===== config.mk =====
export PLATFORM = sky130hd
export DESIGN_NAME = ray_hit_accumulator
export DESIGN_NICKNAME = d
export VERILOG_FILES = /design/src/rtl/ray_hit_accumulator_pkg.sv /design/src/rtl/hit_accum_select.sv /design/src/rtl/ray_hit_accumulator.sv
export SDC_FILE = /design/constraint.sdc
export NUM_CORES = 1
export LEC_CHECK = 0
export CORE_UTILIZATION = 45
export DETAILED_ROUTE_END_ITERATION = 16
export PLACE_DENSITY_LB_ADDON = 0.12
export SETUP_SLACK_MARGIN = 0.5
export SLEW_MARGIN = 20
export SYNTH_ARGS = -nofsm -noshare
export SYNTH_HDL_FRONTEND = slang
export SYNTH_SLANG_ARGS = --single-unit

===== constraint.sdc =====
create_clock -name clk -period 5.3 [get_ports clk]
set_input_delay 0.53 -clock clk [delete_from_list [all_inputs] [get_ports clk]]
set_output_delay 0.53 -clock clk [all_outputs]
set_load 0.005 [all_outputs]

===== src/rtl/ray_hit_accumulator_pkg.sv =====
// ray_hit_accumulator_pkg
//   Shared types for the ray hit accumulator:
//   - Fixed:   signed Q16.16 fixed-point value (FIXED_WIDTH bits)
//   - HitData: closest-hit record emitted by the ray unit
//   - FixedInf(): largest positive Fixed, used as "no hit yet"
//   - hit_init(): empty accumulator value (bHit=0, T=FixedInf, rest 0)
//   The ray tag width is a global define so tag generators upstream agree on it.

`ifndef RAY_ID_WIDTH
`define RAY_ID_WIDTH 8
`endif

package ray_hit_accumulator_pkg;

  localparam int FIXED_WIDTH = 32;
  localparam int FIXED_FRAC  = 16;
  localparam int PRIM_WIDTH  = 16;

  typedef logic signed [FIXED_WIDTH-1:0] Fixed;

  typedef struct packed {
    logic                  bHit;
    Fixed                  T;
    logic [PRIM_WIDTH-1:0] PI;  // primitive index
    logic [PRIM_WIDTH-1:0] GI;  // geometry index
  } HitData;

  function automatic Fixed FixedInf();
    return {1'b0, {(FIXED_WIDTH-1){1'b1}}};
  endfunction

  function automatic HitData hit_init();
    HitData h;
    h      = '0;
    h.bHit = 1'b0;
    h.T    = FixedInf();
    return h;
  endfunction

endpackage


===== src/rtl/hit_accum_select.sv =====
// hit_accum_select
//   Combinational merge of one batch result into a running closest hit.
//   Ports:
//     i_base   : current best hit (or the empty value on a starting beat)
//     i_hit    : closest hit of the incoming batch
//     o_merged : i_hit if it is a real hit strictly closer than i_base, else i_base
//   Strict less-than keeps the earlier batch on ties; a non-hit never wins,
//   whatever T it carries.

module hit_accum_select
  import ray_hit_accumulator_pkg::*;
(
  input  HitData i_base,
  input  HitData i_hit,
  output HitData o_merged
);

  logic w_take;

  assign w_take   = i_hit.bHit && ($signed(i_base.T) > $signed(i_hit.T));
  assign o_merged = w_take ? i_hit : i_base;

endmodule


===== src/rtl/ray_hit_accumulator.sv =====
// ray_hit_accumulator
//   Keeps a running closest hit across all batches of one ray and emits one
//   final HitData per ray.
//   Ports:
//     clk, reset            : clock, synchronous active-high reset
//     in_valid/in_ready     : batch input handshake
//     in_first/in_last      : batch position within a ray
//     in_ray_id             : ray tag, sampled on the starting beat only
//     in_hit                : per-batch closest hit
//     out_valid/out_ready   : final hit handshake
//     out_hit/out_ray_id    : final closest hit and its ray tag
//     out_batches           : batches accumulated for the ray (saturating)
//     cur_t                 : registered current best T for upstream culling
//     err                   : one-cycle pulse when in_first arrives mid-ray
//     dbg_state             : FSM state (0=IDLE, 1=ACCUM, 2=DONE)
//
//   Handshake: a transfer happens on a rising clk edge where valid && ready.
//   The producer holds valid and its payload stable until that edge; ready may
//   depend combinationally on the consumer (in_ready = out_ready in DONE), and
//   out_hit/out_ray_id/out_batches stay stable while out_valid && !out_ready.

module ray_hit_accumulator
  import ray_hit_accumulator_pkg::*;
#(
  parameter int RAY_ID_WIDTH = `RAY_ID_WIDTH,
  parameter int CNT_WIDTH    = 8
) (
  input  logic                    clk,
  input  logic                    reset,
  input  logic                    in_valid,
  output logic                    in_ready,
  input  logic                    in_first,
  input  logic                    in_last,
  input  logic [RAY_ID_WIDTH-1:0] in_ray_id,
  input  HitData                  in_hit,
  output logic                    out_valid,
  input  logic                    out_ready,
  output HitData                  out_hit,
  output logic [RAY_ID_WIDTH-1:0] out_ray_id,
  output logic [CNT_WIDTH-1:0]    out_batches,
  output Fixed                    cur_t,
  output logic                    err,
  output logic [1:0]              dbg_state
);

  typedef enum logic [1:0] {
    S_IDLE  = 2'd0,
    S_ACCUM = 2'd1,
    S_DONE  = 2'd2
  } state_t;

  localparam logic [CNT_WIDTH-1:0] CNT_ONE = CNT_WIDTH'(1);

  state_t                  r_state;
  state_t                  w_state_next;
  HitData                  r_acc;
  logic [RAY_ID_WIDTH-1:0] r_ray_id;
  logic [CNT_WIDTH-1:0]    r_cnt;
  Fixed                    r_cur_t;
  logic                    r_err;

  logic   w_accept;
  logic   w_start;
  logic   w_protocol_err;
  HitData w_base;
  HitData w_merged;
  HitData w_acc_next;

  // ---------------------------------------------------------------------------
  // FSM: state register
  // ---------------------------------------------------------------------------
  always_ff @(posedge clk) begin
    if (reset) begin
      r_state <= S_IDLE;
    end else begin
      r_state <= w_state_next;
    end
  end

  // ---------------------------------------------------------------------------
  // FSM: next state
  // ---------------------------------------------------------------------------
  always_comb begin
    w_state_next = r_state;
    case (r_state)
      S_IDLE, S_ACCUM: begin
        if (w_accept) begin
          w_state_next = in_last ? S_DONE : S_ACCUM;
        end
      end
      S_DONE: begin
        // A beat accepted in the same cycle as the output handshake starts
        // the next ray immediately.
        if (out_ready) begin
          if (w_accept) begin
            w_state_next = in_last ? S_DONE : S_ACCUM;
          end else begin
            w_state_next = S_IDLE;
          end
        end
      end
      default: w_state_next = S_IDLE;
    endcase
  end

  // ---------------------------------------------------------------------------
  // FSM: outputs
  // ---------------------------------------------------------------------------
  always_comb begin
    in_ready  = 1'b1;
    out_valid = 1'b0;
    case (r_state)
      S_IDLE:  in_ready = 1'b1;
      S_ACCUM: in_ready = 1'b1;
      S_DONE: begin
        in_ready  = out_ready;
        out_valid = 1'b1;
      end
      default: begin
        in_ready  = 1'b1;
        out_valid = 1'b0;
      end
    endcase
  end

  // ---------------------------------------------------------------------------
  // Datapath
  // ---------------------------------------------------------------------------
  assign w_accept       = in_valid && in_ready;
  assign w_protocol_err = w_accept && (r_state == S_ACCUM) && in_first;
  // Any beat outside ACCUM starts a ray; in_first inside ACCUM restarts one.
  assign w_start        = w_accept && ((r_state != S_ACCUM) || in_first);
  assign w_base         = w_start ? hit_init() : r_acc;
  assign w_acc_next     = w_accept ? w_merged : r_acc;

  hit_accum_select u_select (
    .i_base   (w_base),
    .i_hit    (in_hit),
    .o_merged (w_merged)
  );

  always_ff @(posedge clk) begin
    if (reset) begin
      r_acc    <= hit_init();
      r_ray_id <= '0;
      r_cnt    <= '0;
      r_cur_t  <= FixedInf();
      r_err    <= 1'b0;
    end else begin
      r_err   <= w_protocol_err;
      // cur_t tracks the accumulator as it will be in the next state.
      r_cur_t <= (w_state_next == S_IDLE) ? FixedInf() : w_acc_next.T;
      if (w_accept) begin
        r_acc <= w_merged;
        if (w_start) begin
          r_ray_id <= in_ray_id;
          r_cnt    <= CNT_ONE;
        end else if (r_cnt != {CNT_WIDTH{1'b1}}) begin
          r_cnt <= r_cnt + CNT_ONE;
        end
      end
    end
  end

  assign out_hit     = r_acc;
  assign out_ray_id  = r_ray_id;
  assign out_batches = r_cnt;
  assign cur_t       = r_cur_t;
  assign err         = r_err;
  assign dbg_state   = r_state;

endmodule


==> results of run 1 <==
## worst register-to-register path, delay by kind of cell, from the launching register on
kind | cells | cell delay [ps]
AOI/OAI and AO/OA | 3 | 890
adders and majority gates | 1 | 310
buffers and inverters | 2 | 620
and+or+nand+nor | 6 | 1720
DFF | 1 | 420
muxes | 1 | 260
## final cells by class
| cell class | instances | area share [%] |
|---|---|---|
| Multi-Input combinational cell | 477 | 36.75 |
| Timing Repair Buffer | 202 | 24.61 |
| Sequential cell | 116 | 27.72 |
| Clock inverter | 8 | 0.8662 |
| Tap cell | 168 | 2.509 |
| Clock buffer | 24 | 6.108 |
| Inverter | 32 | 1.434 |
## worst max path at each step
| stage | slack [ps] | cells past startpoint | end | startpoint |
|---|---|---|---|---|
| 2_1_floorplan | 1560 | 16 | cur_t[31]$_SDFF_PP0_ | out_ready |
| 5_1_grt | 600 | 13 | out_hit[13]$_SDFFE_PP0P_ | dbg_state[0]$_SDFF_PP0_ |
| 6_report | 940 | 16 | out_hit[28]$_SDFFE_PP0P_ | out_ready |
| 3_5_place_dp | 550 | 16 | out_hit[7]$_SDFFE_PP0P_ | out_ready |
| 3_3_place_gp | 710 | 13 | cur_t[2]$_SDFF_PP1_ | in_first |
| 4_1_cts | 960 | 16 | out_hit[28]$_SDFFE_PP0P_ | out_ready |
## power groups by stage
stage | combinational (W) | sequential [W] | clock [W]
3_5_place_dp | 0.000331 | 0.000936 | 0
2_1_floorplan | 0.000168 | 0.000937 | 0
5_1_grt | 0.000364 | 0.000921 | 0.00116
4_1_cts | 0.000333 | 0.000918 | 0.00112
6_report | 0.000332 | 0.000918 | 0.00111
3_3_place_gp | 0.000323 | 0.000936 | 0
## flip-flops by register name, indices dropped and copies added, names as in the netlist
signal,count
dbg_state,2
cur_t,32
out_hit,65
err,1
out_batches,8
out_ray_id,8
## layer usage
| metal | global-route usage [%] | part of all wire [%] | vias up |
|---|---|---|---|
| li1 | - | - | 2549 |
| met1 | 27.16 | 44 | 2376 |
| met2 | 39.39 | 50 | 130 |
| met3 | 5.799 | 5.2 | 11 |
| met4 | 8.485 | 0.90 | 0 |
| met5 | 0 | 0 | - |
## per-stage QoR
| stage | total power (W) | cells | area [um2] | hold slack (ps) | util (%) |
|---|---|---|---|---|---|
| final | 0.002356 | 1027 | 8378 | 455.0 | 68.61 |
| after floorplan | 0.001105 | 664 | 5724 | 448.7 | - |
| after detailed placement | 0.001267 | 994 | 7766 | 450.2 | 63.60 |
| after global routing | 0.002445 | 1027 | 8378 | 476.6 | 68.61 |
| after CTS | 0.002373 | 1026 | 8351 | 456.8 | 68.38 |
| after global placement | 0.001258 | 994 | 7755 | 441.6 | 63.50 |
## cell families (layout without fill, tap and decap cells)
group | count (synthesis) | count (layout) | synth area share, %
mux | 96 | 96 | 16.81
xor+xnor | 5 | 5 | 0.7650
flops | 116 | 116 | 40.57
fa+ha+maj | 33 | 33 | 7.213
simple gates | 297 | 297 | 23.67
compound gates | 46 | 46 | 5.071
buf+inv | 71 | 266 | 5.902
## layout by cell type (no fill, tap or decap), types with 17 or more instances in the layout
| master | netlist | routed |
|---|---|---|
| sky130_fd_sc_hd__ha_1 | 33 | 33 |
| sky130_fd_sc_hd__inv_1 | 32 | 32 |
| sky130_fd_sc_hd__a21oi_1 | 23 | 23 |
| sky130_fd_sc_hd__clkdlybuf4s50_1 | 0 | 195 |
| sky130_fd_sc_hd__dfxtp_1 | 116 | 116 |
| sky130_fd_sc_hd__mux2i_1 | 95 | 95 |
| sky130_fd_sc_hd__nand2_1 | 60 | 60 |
| sky130_fd_sc_hd__nor2_1 | 138 | 137 |
| sky130_fd_sc_hd__clkbuf_16 | 0 | 17 |
| sky130_fd_sc_hd__nand2b_1 | 69 | 69 |
==> summary.md, run 1 <==
| Metric | Value |
|---|---|
| Post-DR wirelength/cell | 14.45 um |
| Headroom to the max-slew limit | 37.94% |
| Final Cycle Share | 82.29% |
| Die area | 13180 um2 |
| Cell-by-cell trace of the critical path | clkdlybuf4s50_1 -> nor2b_1 -> nand2b_1 -> nand2_1 -> or2_2 -> buf_4 -> nand2_1 -> inv_1 -> ha_1 -> nand4_1 -> nor4_1 -> a221o_1 -> a211oi_2 -> o211ai_1 -> buf_12 -> mux2i_1 |
| GRT Total Usage | 22.73% |
| Post-layout minimum cycle time | 4361 ps |
| Crit path launch type | input pin |
| Required time reported for the critical path endpoint | 5640 ps |
| Area of the core | 12210 um2 |
| Buffer type at the clock tree root | sky130_fd_sc_hd__clkbuf_16 |
| Switching pwr | 0.0005599 W |
| Master of the slowest instance on the critical path | sky130_fd_sc_hd__o211ai_1 |
| Half-perimeter wire length of the detailed placement result | 10470 um |
| Final setup fails | 0 |
| Number of synthesized flops with an enable pin | 0 |
| CTS Buf Count | 17 |
| Launching point of the worst reg2reg path | dbg_state[0]$_SDFF_PP0_ |
| Number of distinct standard cells referenced by the synthesized netlist | 33 |
| Setup_tns | 0 ps |
| Number of failing hold endpoints at the final stage | 0 |
| Combinational power share | 14.1% |
| Sequential group share of total power | 39.0% |
| Clock edge transition at the registers on the reported setup and hold paths | 50 ps |
| Cts hold-fix bufs | 0 |
| Buffers on Ports | 196 |
| Remaining DRCs | 0 |
| Dominant delay contributor by cell family on the critical path | simple AND/OR/NAND/NOR gates |
| Arrival time of data at the critical path endpoint | 4700 ps |
| RSZ-0062 raised after global routing | false |
| Relative area change from synthesis to final layout | 46.36% |
| Number of clock sinks | 116 |
| Achievable Freq | 0.2293 GHz |
| Synthesized netlist net count | 776 |
| Fraction of final layout cells sized beyond drive strength 1 | 5.006% |
| Pin count of the biggest net entering global routing | 115 |
| Maximum vdd ir drop | 0.1968 mV |
| Storage element area | 2322 um2 |
| Clk network pwr share | 46.9% |
| Number of iterations in the first detailed-routing pass | 5 |
| Number of gates resized after CTS | 0 |
| Antenna-violating nets left | 0 |
| Max Root-Sink Buffers | 2 |
| Worst Hold Depth | 2 |
| H-tree depth | 4 |
| Number of max-slew violations in the final report | 0 |
| Number of warning messages in the yosys log | 0 |
| PnR worst setup slack | 938.6 ps |
| Post-CTS Setup Inserts | 0 |
| Starting density of the core | 46.88% |
| Via count of the first global-routing pass | 4886 |
| Wire length of the first global-routing pass | 23270 um |
| Transition time of the tightest slew-check pin | 927.5 ps |
| Stage delay of the slowest cell on the critical path | 600 ps |
| R2R Path End | out_hit[28]$_SDFFE_PP0P_ |
| Most used flip-flop cell after synthesis | sky130_fd_sc_hd__dfxtp_1 |
| Starting DRT DRC Count | 310 |
| Area of the mapped netlist | 5724 um2 |
| Final nets | 958 |
| Library cell occupying the most area in the post-synthesis netlist | sky130_fd_sc_hd__dfxtp_1 |
| LEAKAGE | 3.882 nW |
| Max Clock Skew | 10.46 ps |
| Average size of a mapped cell | 8.621 um2 |
| Worst hold path type | flop to flop |
| Final weighted congestion of routability-driven global placement | 0.8223 |
| TritonCTS clock tree | built |
| Outcome | complete, no violations |
| Setup slack after placement | 547.8 ps |
| Share of synthesized flip-flops with an asynchronous set or reset | 0% |
| Worst Setup Path Type | input pin to flop |
| Worst path bufs/invs | 4 |
| Overall via count from detail_route | 5066 |
| Detailed Route WL | 14850 um |
| Most common cell on crit path | sky130_fd_sc_hd__nand2_1 |
| Insertion delay of the later-clocked pin in the worst-skew pair | 420 ps |
| Die width | 114.8 um |
| Num rows | 40 |
| Net switching fraction of the power | 23.76% |
| Height of the chip | 114.8 um |
| Most numerous cell in the Yosys netlist | sky130_fd_sc_hd__nor2_1 |
| Commonest cells post-synth | 138 x sky130_fd_sc_hd__nor2_1, 116 x sky130_fd_sc_hd__dfxtp_1, 95 x sky130_fd_sc_hd__mux2i_1 |
| Worst hold path startpoint | out_ray_id[4]$_SDFFE_PP0P_ |
| Count of filler cells inserted in the layout | 1022 |
| Reg2reg setup slack | 990 ps |
| Number of instances in the synthesized netlist | 664 |
| Area share of the largest cell type after synthesis | 40.57% |
| Endpoint kind of the worst setup timing path | flop |
| Register area share after synthesis | 40.57% |
| Total power per unit cell area | 281.3 nW/um2 |
| Internal portion of total power | 0.001796 W |
| Area used by multi-input combinational logic | 3079 um2 |
| Via count normalized by instance count | 4.933 |
| Max Cap Violations | 0 |
| Leading post-synthesis cells by cell area | sky130_fd_sc_hd__dfxtp_1 41%, sky130_fd_sc_hd__mux2i_1 17%, sky130_fd_sc_hd__nor2_1 9.0% |
| Total of flip-flops plus latches after synthesis | 116 |
| Number of antenna diodes | 0 |
| Worst reg-to-reg path cell count | 13 |
| Hold Crit Endpoint | out_ray_id[4]$_SDFFE_PP0P_ |
| Overflow left after global routing | 0 |
| Crit-path max FO | 36 |
| Num ports | 197 |
| Antenna violations before repair | 0 |
(Power assumes the default switching activity.)
==> inputs of run 2 (changes only) <==
- clock period: 5.3 -> 4.3 ns (I/O delays scaled with it)
==> summary.md, run 2 (synthesis results as in run 1) <==
| Metric | Value |
|---|---|
| Outcome | complete, no violations |
| Antenna-violating nets left | 0 |
| CTS Buf Count | 17 |
| Crit-path max FO | 14 |
| Buffer type at the clock tree root | sky130_fd_sc_hd__clkbuf_16 |
| Max Cap Violations | 0 |
| Height of the chip | 114.8 um |
| Pin count of the biggest net entering global routing | 87 |
| Post-DR wirelength/cell | 15.15 um |
| Number of failing hold endpoints at the final stage | 0 |
| Flip-flop count of the largest register, all copies and words added | 65 |
| Buffers on Ports | 196 |
| Cell-by-cell trace of the critical path | clkdlybuf4s50_1 -> nor2b_4 -> nand2b_1 -> nand2_1 -> or2_4 -> nand2b_1 -> ha_1 -> and3_1 -> a221o_1 -> a221o_1 -> a211oi_2 -> nand3_1 -> o211ai_1 -> buf_4 -> buf_12 -> buf_16 -> mux2i_2 |
| Num rows | 40 |
| Required time reported for the critical path endpoint | 4620 ps |
| Via count normalized by instance count | 4.987 |
| Fraction of final layout cells sized beyond drive strength 1 | 7.192% |
| Transition time of the tightest slew-check pin | 877.2 ps |
| Detailed Route WL | 15820 um |
| TritonCTS clock tree | built |
| Launching point of the worst reg2reg path | dbg_state[1]$_SDFF_PP0_ |
| Area of the core | 12210 um2 |
| Number of max-slew violations in the final report | 0 |
| Arrival time of data at the critical path endpoint | 3950 ps |
| Die area | 13180 um2 |
| R2R Path End | out_hit[16]$_SDFFE_PP0P_ |
| Cts hold-fix bufs | 0 |
| Master of the slowest instance on the critical path | sky130_fd_sc_hd__clkdlybuf4s50_1 |
| Final setup fails | 0 |
| Achievable Freq | 0.2748 GHz |
| Reg2reg setup slack | 750 ps |
| Max Clock Skew | 14.41 ps |
| Headroom to the max-slew limit | 41.52% |
| Endpoint kind of the worst setup timing path | flop |
| Relative area change from synthesis to final layout | 51.19% |
| Final weighted congestion of routability-driven global placement | 0.8064 |
| Worst hold path type | flop to flop |
| RSZ-0062 raised after global routing | true |
| Total power per unit cell area | 357.5 nW/um2 |
| PnR worst setup slack | 661.2 ps |
| Maximum vdd ir drop | 0.2074 mV |
| Instance area at placement | 7828 um2 |
| Post-layout minimum cycle time | 3639 ps |
| Leading cell type in the layout, fill and taps excluded | sky130_fd_sc_hd__clkdlybuf4s50_1 |
| Overall via count from detail_route | 5206 |
| GRT Total Usage | 23.21% |
| Post-layout power | 0.003094 W |
| Starting density of the core | 46.88% |
| Number of antenna diodes | 0 |
| Final standard cell count with taps included and fillers excluded | 1044 |
| Half-perimeter wire length of the detailed placement result | 11190 um |
| Number of clock sinks | 116 |
| Remaining DRCs | 0 |
| Most frequent cells in the layout | 195 x sky130_fd_sc_hd__clkdlybuf4s50_1, 137 x sky130_fd_sc_hd__nor2_1, 116 x sky130_fd_sc_hd__dfxtp_1 |
| Die width | 114.8 um |
| Placed cells | 1002 |
| H-tree depth | 4 |
| Starting DRT DRC Count | 291 |
| Worst reg-to-reg path cell count | 16 |
| Stage delay of the slowest cell on the critical path | 530 ps |
| Max Root-Sink Buffers | 2 |
| Crit path to | out_hit[16]$_SDFFE_PP0P_ |
| Insertion delay of the later-clocked pin in the worst-skew pair | 410 ps |
| Final standard cell area without fillers | 8655 um2 |
| Wire length of the first global-routing pass | 23790 um |
| Crit path launch | out_ready |
| Setup slack after placement | -16.87 ps |
| LEAKAGE | 4.022 nW |
| Crit path launch type | input pin |
| Overflow left after global routing | 0 |
| Antenna violations before repair | 0 |
| Number of iterations in the first detailed-routing pass | 4 |
| Via count of the first global-routing pass | 4929 |
| Final nets | 976 |
| Num ports | 197 |
| Final Cycle Share | 84.62% |
| Clock edge transition at the registers on the reported setup and hold paths | 50 ps |
| Worst hold path startpoint | out_hit[64]$_SDFFE_PP0P_ |
| Worst Setup Path Type | input pin to flop |
-- run 2: changes by cell type in the layout (fill, tap and decap cells not counted), moves of 2 or more --
| cell | delta |
|---|---|
| sky130_fd_sc_hd__buf_4 | +14 |
| sky130_fd_sc_hd__clkbuf_8 | -5 |
| sky130_fd_sc_hd__bufinv_16 | +4 |
| sky130_fd_sc_hd__clkbuf_16 | +3 |
| sky130_fd_sc_hd__buf_12 | -2 |
| sky130_fd_sc_hd__buf_16 | +2 |
| sky130_fd_sc_hd__clkbuf_1 | +2 |
| sky130_fd_sc_hd__mux2i_1 | -2 |
| sky130_fd_sc_hd__mux2i_2 | +2 |
-- run 2: what timing repair did --
item                       4_1_cts  5_1_grt
buffers inserted                 2        6
pin swaps                        1        0
setup endpoints to repair       55       94
gates cloned                     0        3
resized for setup                0       12
-- run 2: worst min-delay path by stage --
stage                                          end  slack [ps]  cells past startpoint
after floorplan           out_hit[64]$_SDFFE_PP0P_         450                      2
after global placement    out_hit[64]$_SDFFE_PP0P_         440                      2
after detailed placement  out_hit[64]$_SDFFE_PP0P_         450                      2
after CTS                 out_hit[64]$_SDFFE_PP0P_         460                      2
after global routing      out_hit[22]$_SDFFE_PP0P_         480                      2
final                     out_hit[64]$_SDFFE_PP0P_         450                      2
-- run 2: layer usage --
layer  GRT usage [%]  wire length [um]  vias to the layer above
met5               0                 0                        -
met4           7.359               182                        0
met3           5.430               894                       11
met2           39.96              7838                      153
met1           28.72              6904                     2457
li1                -                 -                     2585
-- run 2: power by group --
part           internal, W  switching (W)  leakage, nW  total, W
logic             0.000244       0.000199         2.78  0.000442
registers          0.00111      0.0000204        0.944   0.00113
clock network      0.00104       0.000482        0.303   0.00152
total              0.00239       0.000701         4.02   0.00309
-- run 2: critical path: cells and delay by family --
kind / cells / cell delay (ps)
compound gates: 4 / 1040
fa+ha+maj: 1 / 250
buf+inv: 4 / 1000
mux: 1 / 240
simple gates: 7 / 970
-- run 2: metrics by stage --
step                      hold WS [ps]  TNS [ps]  utilization, %
after floorplan                  448.7         0               -
after global placement           439.4         0           64.10
after detailed placement         445.9    -25.16           64.10
after CTS                        457.4         0           69.39
after global routing             481.5         0           70.87
final                            453.9         0           70.87
-- run 2: layout make-up --
type,instances,area (um2)
Clock buffer,21,450.4
Tap cell,168,210.2
Sequential cell,116,2322
Timing Repair Buffer,220,2272
Multi-Input combinational cell,477,3099
Fill cell,974,3557
Inverter,32,120.1
Clock inverter,10,180.2
==> inputs of run 3 (changes only) <==
- clock period: 4.3 -> 3.5 ns (I/O delays scaled with it)
==> summary.md, run 3 (synthesis results as in run 1) <==
| Metric | Value |
|---|---|
| Area of the core | 12210 um2 |
| Detailed Route WL | 16580 um |
| Maximum vdd ir drop | 0.3035 mV |
| CTS Buf Count | 17 |
| Cell-by-cell trace of the critical path | nor2b_4 -> nand2b_1 -> nand2_1 -> or2_4 -> buf_12 -> nand2b_4 -> ha_4 -> and3_4 -> a221o_1 -> a221o_1 -> a211oi_2 -> nand3_1 -> o211ai_1 -> buf_4 -> buf_4 -> mux2_4 |
| Num rows | 40 |
| Remaining DRCs | 0 |
| Antenna violations before repair | 0 |
| Worst Setup Path Type | flop to flop |
| Final Cycle Share | 96.19% |
| Num ports | 197 |
| Crit path launch type | flop |
| Reg2reg setup slack | 130 ps |
| TritonCTS clock tree | built |
| Met2 Track Usage GR | 44.44% |
| Headroom to the max-slew limit | 48.22% |
| Met3 Usage GRT | 7.011% |
| Wire length of the first global-routing pass | 25120 um |
| Final nets | 1029 |
| Via count normalized by instance count | 4.909 |
| Fraction of final layout cells sized beyond drive strength 1 | 13.87% |
| Overflow left after global routing | 0 |
| Master of the slowest instance on the critical path | sky130_fd_sc_hd__dfxtp_2 |
| Final standard cell area without fillers | 9270 um2 |
| Number of max-slew violations in the final report | 0 |
| Number of clock sinks | 116 |
| Instance area at placement | 8299 um2 |
| Number of iterations in the first detailed-routing pass | 6 |
| Post-layout minimum cycle time | 3367 ps |
| Transition time of the tightest slew-check pin | 766.5 ps |
| Busiest layer in global routing | met2 |
| Cts hold-fix bufs | 0 |
| Outcome | complete, no violations |
| Final standard cell count with taps included and fillers excluded | 1098 |
| LEAKAGE | 4.366 nW |
| Antenna-violating nets left | 0 |
| Half-perimeter wire length of the detailed placement result | 11320 um |
| M1 GR Usage | 27.40% |
| Final setup fails | 0 |
| Achievable Freq | 0.2970 GHz |
| Max Clock Skew | 11.54 ps |
| Leading cell type in the layout, fill and taps excluded | sky130_fd_sc_hd__clkdlybuf4s50_1 |
| Max Root-Sink Buffers | 2 |
| Arrival time of data at the critical path endpoint | 3670 ps |
| RSZ-0062 raised after global routing | true |
| Die width | 114.8 um |
| Worst hold path type | input pin to flop |
| Required time reported for the critical path endpoint | 3810 ps |
| Final weighted congestion of routability-driven global placement | 0.8237 |
| Overall via count from detail_route | 5390 |
| Stage delay of the slowest cell on the critical path | 340 ps |
| Post-DR wirelength/cell | 15.10 um |
| Placed cells | 1051 |
| Max Cap Violations | 0 |
| Number of antenna diodes | 0 |
| Number of failing hold endpoints at the final stage | 0 |
| Flip-flop count of the largest register, all copies and words added | 65 |
| Buffers on Ports | 196 |
| Insertion delay of the later-clocked pin in the worst-skew pair | 420 ps |
| Clock edge transition at the registers on the reported setup and hold paths | 50 ps |
| Starting density of the core | 46.88% |
| Crit-path max FO | 9 |
| Core Util, Final | 75.91% |
| Height of the chip | 114.8 um |
| Total power per unit cell area | 419.8 nW/um2 |
| Worst path bufs/invs | 3 |
| Via count of the first global-routing pass | 5310 |
| H-tree depth | 4 |
| Most frequent cells in the layout | 194 x sky130_fd_sc_hd__clkdlybuf4s50_1, 136 x sky130_fd_sc_hd__nor2_1, 114 x sky130_fd_sc_hd__dfxtp_1 |
| GRT Total Usage | 24.58% |
| Dominant delay contributor by cell family on the critical path | compound AO/OA/AOI/OAI gates |
| Starting DRT DRC Count | 349 |
| Endpoint kind of the worst setup timing path | flop |
| Die area | 13180 um2 |
| Pin count of the biggest net entering global routing | 63 |
| Buffer type at the clock tree root | sky130_fd_sc_hd__clkbuf_16 |
| Relative area change from synthesis to final layout | 61.95% |
==> run 3: changes by cell type in the layout (fill, tap and decap cells not counted), sizes merged <==
cell / change
clkbuf: +5
clkinv: +1
dlygate4sd2: +1
clkinvlp: -1
buf: +49
clkdlybuf4s50: -1
==> run 3: routing by layer <==
layer | part of all wire (%) | vias to the layer above
met2 | 51 | 149
met1 | 41 | 2531
met5 | 0 | -
li1 | - | 2695
met3 | 5.8 | 15
met4 | 1.5 | 0
==> run 3: worst paths after layout <==
kind	start	endpoint	cells past startpoint
worst max-delay path	dbg_state[1]$_SDFF_PP0_	cur_t[31]$_SDFF_PP0_	16
worst min-delay path	reset	out_batches[1]$_SDFFE_PP0P_	2
worst max register to register	dbg_state[1]$_SDFF_PP0_	cur_t[31]$_SDFF_PP0_	16
worst min register to register	out_hit[64]$_SDFFE_PP0P_	out_hit[64]$_SDFFE_PP0P_	2
==> run 3: metrics by stage <==
step / setup WS (ps) / hold slack (ps) / TNS (ps) / total power (W)
floorplan: 304.3 / 443.6 / 0 / 0.001687
global placement: -391.3 / 436.1 / -25400 / 0.001955
detailed placement: -495.4 / 441.8 / -33480 / 0.001969
CTS: 139.5 / 422.3 / 0 / 0.003873
global route: -64.20 / 441.8 / -1690 / 0.004042
finish: 133.4 / 435.3 / 0 / 0.003891
==> run 3: final cells by class <==
| class | instances | area [um2] |
|---|---|---|
| Multi-Input combinational cell | 477 | 3198 |
| Clock inverter | 10 | 177.7 |
| Tap cell | 168 | 210.2 |
| Sequential cell | 116 | 2327 |
| Clock buffer | 22 | 464.2 |
| Inverter | 32 | 120.1 |
| Fill cell | 933 | 2942 |
| Timing Repair Buffer | 273 | 2773 |
==> run 3: what timing repair did <==
item	CTS	global route
cloned	1	7
endpoints found under the setup margin	97	97
setup buffers	2	5
resized for setup	12	5
pin swaps	5	4
==> run 3: where the power goes <==
part           switching [W]  internal (W)  leakage, nW
Sequential         0.0000239       0.00137        0.945
Clock               0.000598       0.00129        0.314
Combinational       0.000262      0.000346         3.11
Total               0.000884       0.00301         4.37
